<file path="config.mk">
export PLATFORM = sky130hd
export DESIGN_NAME = fault_event_log
export DESIGN_NICKNAME = d
export VERILOG_FILES = /design/src/rtl/fault_event_log.sv
export SDC_FILE = /design/constraint.sdc
export NUM_CORES = 1
export LEC_CHECK = 0
export CAP_MARGIN = 40
export CORE_AREA = 10 10 103 105
export CTS_BUF_LIST = sky130_fd_sc_hd__clkbuf_4 sky130_fd_sc_hd__clkbuf_8 sky130_fd_sc_hd__clkbuf_16
export DETAILED_ROUTE_END_ITERATION = 10
export DIE_AREA = 0 0 113 115
export GPL_ROUTABILITY_DRIVEN = 0
export HOLD_SLACK_MARGIN = 0.06
export PLACE_DENSITY = 0.74
export SYNTH_ARGS = -nofsm -noshare
export SYNTH_HDL_FRONTEND = slang
export SYNTH_SLANG_ARGS = --single-unit
export TNS_END_PERCENT = 30
</file>
<file path="constraint.sdc">
create_clock -name clk -period 5.2 [get_ports clk]
set_input_delay 1.3 -clock clk [delete_from_list [all_inputs] [get_ports clk]]
set_output_delay 1.3 -clock clk [all_outputs]
set_load 0.005 [all_outputs]
</file>
<file path="src/rtl/fault_event_log.sv">
// Timestamped fault event recorder with a first-word-fall-through queue.
// Edge-detects fault codes and the co-processor flag; overflow is sticky.
module fault_event_log #(
    parameter int DEPTH = 4,
    parameter int TS_W  = 8
) (
    input  logic                     clk,
    input  logic                     reset,
    input  logic [2:0]               fault_code,
    input  logic [1:0]               fault_class,
    input  logic                     cp_flag,
    input  logic                     pop,
    input  logic                     clr,
    output logic                     evt_valid,
    output logic [5+TS_W:0]          evt_data,
    output logic [$clog2(DEPTH):0]   count,
    output logic                     overflow
);

    localparam int AW = $clog2(DEPTH);
    localparam int CW = AW + 1;
    localparam int EW = 6 + TS_W;

    logic [2:0]      prev_code_q, prev_code_d;
    logic            prev_cp_q, prev_cp_d;
    logic [TS_W-1:0] ts_q, ts_d;
    logic [AW-1:0]   wr_ptr_q, wr_ptr_d;
    logic [AW-1:0]   rd_ptr_q, rd_ptr_d;
    logic [CW-1:0]   count_q, count_d;
    logic            overflow_q, overflow_d;
    logic [EW-1:0]   mem_q [DEPTH];
    logic [EW-1:0]   mem_d [DEPTH];

    logic            code_evt;
    logic            cp_evt;
    logic            evt;
    logic            full;
    logic            do_pop;
    logic            do_push;
    logic            drop;
    logic [EW-1:0]   entry;

    always_comb begin
        code_evt = (fault_code != 3'd0) && (fault_code != prev_code_q);
        cp_evt   = cp_flag && !prev_cp_q;
        evt      = code_evt || cp_evt;
        entry    = {cp_evt, fault_class, fault_code, ts_q};
        full     = (count_q == CW'(DEPTH));
        do_pop   = pop && (count_q != '0);
        do_push  = evt && (!full || do_pop);
        drop     = evt && full && !do_pop;
    end

    always_comb begin
        prev_code_d = fault_code;
        prev_cp_d   = cp_flag;
        ts_d        = ts_q;
        wr_ptr_d    = wr_ptr_q;
        rd_ptr_d    = rd_ptr_q;
        count_d     = count_q;
        overflow_d  = overflow_q;
        mem_d       = mem_q;
        if (clr) begin
            ts_d       = '0;
            wr_ptr_d   = '0;
            rd_ptr_d   = '0;
            count_d    = '0;
            overflow_d = 1'b0;
        end else begin
            ts_d = ts_q + TS_W'(1);
            if (do_push) begin
                mem_d[wr_ptr_q] = entry;
                wr_ptr_d        = wr_ptr_q + AW'(1);
            end
            if (do_pop) begin
                rd_ptr_d = rd_ptr_q + AW'(1);
            end
            // simultaneous push and pop leave the occupancy unchanged
            unique case ({do_push, do_pop})
                2'b10:   count_d = count_q + CW'(1);
                2'b01:   count_d = count_q - CW'(1);
                default: count_d = count_q;
            endcase
            if (drop) begin
                overflow_d = 1'b1;
            end
        end
    end

    always_ff @(posedge clk or negedge reset) begin
        if (!reset) begin
            prev_code_q <= '0;
            prev_cp_q   <= 1'b0;
            ts_q        <= '0;
            wr_ptr_q    <= '0;
            rd_ptr_q    <= '0;
            count_q     <= '0;
            overflow_q  <= 1'b0;
            for (int i = 0; i < DEPTH; i++) begin
                mem_q[i] <= '0;
            end
        end else begin
            prev_code_q <= prev_code_d;
            prev_cp_q   <= prev_cp_d;
            ts_q        <= ts_d;
            wr_ptr_q    <= wr_ptr_d;
            rd_ptr_q    <= rd_ptr_d;
            count_q     <= count_d;
            overflow_q  <= overflow_d;
            mem_q       <= mem_d;
        end
    end

    assign evt_valid = (count_q != '0);
    assign evt_data  = (count_q == '0) ? '0 : mem_q[rd_ptr_q];
    assign count     = count_q;
    assign overflow  = overflow_q;

endmodule

</file>
==> results of run 1 <==
## synth_stat cells (2+ instances only)
| library cell | n |
|---|---|
| nand2_1 | 7 |
| mux2_4 | 30 |
| xnor2_1 | 2 |
| nor2b_1 | 4 |
| ha_1 | 5 |
| o21ai_0 | 2 |
| xor2_1 | 6 |
| clkbuf_1 | 6 |
| and3_1 | 3 |
| mux4_2 | 14 |
| buf_1 | 2 |
| mux2_2 | 27 |
| nand3_1 | 8 |
| nand4b_4 | 3 |
| buf_8 | 3 |
| inv_1 | 3 |
| mux2_1 | 2 |
| mux2i_1 | 2 |
| a21oi_1 | 4 |
| nor2_1 | 17 |
| dfrtp_1 | 76 |
| buf_2 | 2 |
| and2_1 | 14 |
| nand4_1 | 2 |
## cell families after synthesis
kind of cell,synth area share
muxes,0.2950
buffers and inverters,0.03052
AOI/OAI and AO/OA,0.02356
and+or+nand+nor,0.1062
adders and majority gates,0.02190
xor gates and xnor gates,0.01858
DFF,0.5043
## cells in the final DEF (no fill, tap or decap), types with 2 or more instances in the layout
cell / n
and2_1: 14
mux2_1: 2
and3_1: 3
clkbuf_8: 10
nor2b_1: 4
nand4b_4: 3
clkbuf_4: 4
xnor2_1: 2
clkinv_2: 2
mux2i_1: 2
nor2_1: 17
nand2_1: 7
mux4_2: 14
mux2_2: 27
clkdlybuf4s50_1: 27
buf_16: 2
nand3_1: 8
o21ai_0: 2
mux2_4: 30
ha_1: 5
nand4_1: 2
a21oi_1: 4
inv_1: 3
buf_4: 2
xor2_1: 6
dfrtp_1: 76
## state kept, by name, indices dropped and copies added (netlist names)
register / cells
ts_q: 8
prev_cp_q: 1
overflow: 1
count: 3
mem_q: 56
rd_ptr_q: 2
wr_ptr_q: 2
prev_code_q: 3
## routing by layer
layer  up-vias  GRT usage
met1      1070     0.1489
met4         0    0.05330
met5         -          0
li1        984          -
met2        32     0.1705
met3         7    0.03698
## power by group through the flow
stage	logic (mW)	clock network, mW	registers [mW]
floorplan	0.444	0	0.799
global placement	0.590	0	0.859
detailed placement	0.647	0	0.845
CTS	0.649	0.422	0.836
global route	0.693	0.446	0.857
finish	0.635	0.414	0.835
## worst max-delay path, stage by stage
cell	delay, ns
clkdlybuf4s50_1	0.66
or2_4	0.20
nand2_1	0.06
a32oi_2	0.21
a21o_2	0.35
nor2_1	0.09
fa_1	0.38
and3_1	0.15
mux2i_1	0.14
mux2_2	0.35
## worst paths after layout
kind                                       endpoint
min                            mem_q[6]$_DFFE_PN0P_
max reg2reg                    count[2]$_DFFE_PN0P_
max                            count[2]$_DFFE_PN0P_
min in group asynchronous  prev_code_q[0]$_DFF_PN0_
max in group asynchronous     mem_q[29]$_DFFE_PN0P_
min reg2reg                    mem_q[6]$_DFFE_PN0P_
## cell type report
class	instances	area [µm²]	area share
clock buffers	14	167.7	0.03881
clock inverters	2	10.01	0.002317
inverters	3	11.26	0.002606
multi-input cells	165	1754	0.4060
flip-flops and latches	76	1902	0.4402
well taps	108	135.1	0.03128
repair buffers	31	340.3	0.07877
==> key figures, run 1 <==
Outcome
  • Result of the run: completed

Drt
  • Initial DRC count: 113
  • Met1 WL: 3343 µm
  • Vias: 2,093
  • DR WL met2: 3304 µm
  • # DRC: 0
  • Total Wirelength: 7100 µm
  • Via density: 5.246
  • Routed WL per cell: 17.79 µm
  • Top sig layer: met4
  • Wire length on met3: 328 µm
  • Detailed Routing Iterations Pass 1: 4
  • Routed Antenna Nets: 0

Yosys
  • Async SR Flop Fraction: 1.000
  • Seq cells post-synth: 76
  • Synth cell types: 39
  • Synthesized area: 3771 µm²
  • Post-synthesis instance total: 259
  • Area contributors post-synth: dfrtp_1 (50%), mux2_4 (12%), mux4_2 (8.4%), mux2_2 (8.1%), and2_1 (2.3%)
  • EDFF count, synth: 0
  • Primary FF master, synth: dfrtp_1
  • Mean Syn Cell Area: between 10 and 15 µm²
  • Net Count, Synth: 275
  • Sequential area share after synthesis: 0.5043
  • Yosys top cell by area: dfrtp_1
  • Post-synth top area share: 0.5043
  • YS warnings: 0

CTS
  • CTS HTree Levels: 3
  • TritonCTS clock tree: built
  • Post-CTS sizing: 0
  • Clock latency on the worst-skew pair: 0.35 ns
  • Post-CTS setup buffers: 0
  • Root buffer cell: clkbuf_8
  • Max Buffers Root-to-Sink: 2
  • Worst-path clk slew: 0.07 ns
  • Cts-stage hold buffer count: 0
  • Clock Sinks: 76
  • Cts bufs inserted: 9

Cells and area
  • Final-stage net count: just over 300
  • Final Non-Filler Cells: 399
  • Synth-to-Final Area Change: 14.57%
  • Final Core Density: 0.5053
  • Ant diodes: 0
  • Fill count: between 700 and 800
  • Final instance area: approximately 4300 µm²
  • Share of layout cells above drive strength 1: 0.3436

Global routing
  • First-pass GRT wire length: 11,810 µm
  • GRT Residual Overflow: 0
  • GR Util All Layers: 0.1147
  • Number of global-route vias before repair: approximately 2.2k
  • Largest net degree at the start of global routing: 64
  • Initial antenna violation count: 0

Floorplanning
  • CORE AREA: between 8000 and 9000 µm²
  • Row count: 34
  • Die Width: approximately 110 µm
  • IO Pins: 29
  • Initial Util: 0.4410
  • Die Ht: 115 µm
  • Die area: approximately 13,000 µm²

STA
  • Final hold vios: 0
  • Worst relative slew slack: 0.5093
  • Final period util: 0.7051
  • Slew Viols, Final: 0
  • Final setup viols: 0
  • Max Clk Rate: 0.2727 GHz
  • Worst slew pin tran: 0.7360 ns
  • Final worst slack: approximately 1.5 ns
  • Sum Neg Setup Slack: 0 ns
  • RSZ-0062 raised after global routing: false
  • Worst hold slack: 0.5066 ns
  • Final clock skew: 0.009172 ns
  • Final min period: between 3 and 4 ns

Worst setup path
  • Critical path type: in2reg
  • CP Max Fanout: 11
  • Worst r2r src: count[0]$_DFFE_PN0P_
  • Setup crit start kind: input port
  • Worst Path Required: 5.44 ns
  • Worst Setup End Kind: flip-flop
  • R2r setup slk: 2.44 ns
  • Crit path launch: fault_code[2]
  • CP Data Arrival Time: 3.91 ns
  • Reg2reg path depth: 7

Worst hold path
  • HP Start: mem_q[6]$_DFFE_PN0P_
  • WHS Path Cells: 1
  • Hold Path Class: reg2reg

Placed design
  • Port Buffers: 28
  • Placed Area: approximately 4100 µm²
  • DP HPWL: 4517 µm
  • Cells after DPL: 383
  • DP Worst Slack: 1.170 ns

Run
  • Maxcap violations: 0

Pwr
  • Switching Fraction: 0.2904
  • Tot Pwr: 1.884 mW
  • Pleak: 2.012 nW
  • Power share of the combinational group: 0.337
  • Cell Pwr Density: 436.0 nW/µm²
  • Clock share of power: 0.220
  • Cell-internal power: roughly 1.3 mW
  • Reg power frac: 0.443
  • Psw: 547.0 µW
  • Worst vdd ir: 0.1662 mV
(Power assumes the default switching activity.)
==> run 2: changes to the inputs <==
PLACE_DENSITY = 0.76   (was 0.74)
clock period = 2.9 ns   (was 5.2 ns; I/O delays follow)
==> key figures, run 2 (synthesis results as in run 1) <==
CTS
  • Cts bufs inserted: 9
  • CTS HTree Levels: 3
  • TritonCTS clock tree: built
  • Clock latency on the worst-skew pair: roughly 0.34 ns
  • Worst-path clk slew: about 0.09 ns
  • Post-CTS setup buffers: 0
  • Max Buffers Root-to-Sink: 2
  • Clock Sinks: 76
  • Root buffer cell: clkbuf_8

Floorplanning
  • Die Width: 113 µm
  • CORE AREA: about 8600 µm²
  • Die Ht: 115 µm
  • Row count: 34
  • IO Pins: 29
  • Die area: around 13,000 µm²
  • Initial Util: 0.4410

Cells and area
  • Commonest cells after routing, fill and taps aside: dfrtp_1 (76), mux2_4 (30), mux2_2 (27), clkdlybuf4s50_1 (27), nor2_1 (17)
  • Top flop regs: mem_q: 56 flops, ts_q: 8 flops
  • Synth-to-Final Area Change: 20.87%
  • Commonest non-fill, non-tap cell in the layout: dfrtp_1
  • Biggest register: mem_q
  • Ant diodes: 0
  • Final instance area: 4558 µm²
  • Final-stage net count: 323
  • Final Non-Filler Cells: between 400 and 500
  • Max FFs per register: 56
  • Share of layout cells above drive strength 1: 0.3878

STA
  • Final worst slack: 0.1174 ns
  • Final hold vios: 0
  • Worst slew pin tran: 0.4657 ns
  • Max Clk Rate: 0.3594 GHz
  • Final setup viols: 0
  • Worst relative slew slack: 0.6886
  • Sum Neg Setup Slack: 0 ns
  • Final period util: 0.9595
  • Final clock skew: between 0.008 and 0.009 ns
  • Final min period: 2.783 ns
  • Slew Viols, Final: 0
  • RSZ-0062 raised after global routing: false

Worst setup path
  • Crit path launch: rd_ptr_q[0]$_DFFE_PN0P_
  • Critical path type: reg2out
  • Critical Path, Cell by Cell: buf_8, mux4_2, and2_1, clkdlybuf4s50_1
  • CP Data Arrival Time: 2.06 ns
  • Worst r2r src: count[1]$_DFFE_PN0P_
  • Slowest cell on the critical path: mux4_2
  • Slowest stage delay, CP: 0.51 ns
  • Worst Setup End Kind: primary output
  • Setup crit start kind: flip-flop
  • Reg2reg path depth: 8
  • CP Max Fanout: 12
  • Worst Path Required: 2.17 ns

Pwr
  • Worst vdd ir: roughly 0.29 mV
  • Cell Pwr Density: 755.4 nW/µm²
  • Pleak: 2.138 nW
  • Tot Pwr: 3.443 mW

Drt
  • Routed WL per cell: roughly 17 µm
  • Total Wirelength: 7104 µm
  • Initial DRC count: 70
  • Detailed Routing Iterations Pass 1: 3
  • Via density: 5.148
  • Routed Antenna Nets: 0
  • Vias: 2,162
  • # DRC: 0

Placed design
  • Placed Area: about 4400 µm²
  • DP Worst Slack: -0.1430 ns
  • Cells after DPL: 404
  • DP HPWL: 4939 µm
  • Port Buffers: 28

Global routing
  • GRT Residual Overflow: 0
  • GR Util All Layers: 0.1163
  • First-pass GRT wire length: approximately 12,000 µm
  • Largest net degree at the start of global routing: 61
  • Initial antenna violation count: 0
  • Number of global-route vias before repair: 2,318

Outcome
  • Result of the run: completed

Run
  • Maxcap violations: 0

Worst hold path
  • Hold Path Class: in2async
run 2: changes by cell type in the layout (fill, tap and decap cells not counted), sizes merged:
cell | before | now
clkinvlp | 0 | 2
buf | 4 | 25
clkinv | 2 | 3
clkbuf | 14 | 11
run 2: path summary, 6_finish.rpt:
path / slack [ns] / end
worst min register to register: 0.50 / mem_q[15]$_DFFE_PN0P_
max in group asynchronous: 2.09 / count[0]$_DFFE_PN0P_
worst max register to register: 0.57 / count[2]$_DFFE_PN0P_
worst max-delay path: 0.12 / evt_data[1]
worst min-delay path: 0.24 / mem_q[38]$_DFFE_PN0P_
min in group clk: 0.50 / mem_q[15]$_DFFE_PN0P_
run 2: where the power goes:
group / internal, mW / switching [mW] / total [mW]
combinational: 0.787 / 0.445 / 1.23
clock: 0.345 / 0.397 / 0.742
sequential: 1.31 / 0.163 / 1.47
run 2: final cells by class:
class	instances	area (µm²)
Fill cell	701	3993
Multi-Input combinational cell	165	1754
Inverter	3	11.26
Clock inverter	5	37.54
Clock buffer	11	145.1
Tap cell	108	135.1
Timing Repair Buffer	52	573.1
Sequential cell	76	1902
run 2: through the flow:
step	utilization	hold WS, ns
floorplan	-	0.4294
global placement	0.5076	0.4703
detailed placement	0.5108	0.4798
CTS	0.5326	0.2309
global route	0.5331	0.2288
finish	0.5331	0.2359
run 2: timing repair:
item,4_1_cts,5_1_grt
endpoints found under the hold margin,0,0
endpoints found under the setup margin,1,2
gates resized for setup,1,1
hold buffers,0,0
run 2: layer usage:
layer	up-vias	part of all wire	global-route usage
met3	7	0.047	0.03750
met4	0	0.010	0.04061
met5	-	0	0
li1	1023	-	-
met2	26	0.46	0.1801
met1	1106	0.49	0.1502
run 2: critical path: cells and delay by family (launching register included):
family,cells,cell delay (ns)
DFF,1,0.38
buffers and inverters,2,0.65
and+or+nand+nor,1,0.18
muxes,1,0.51
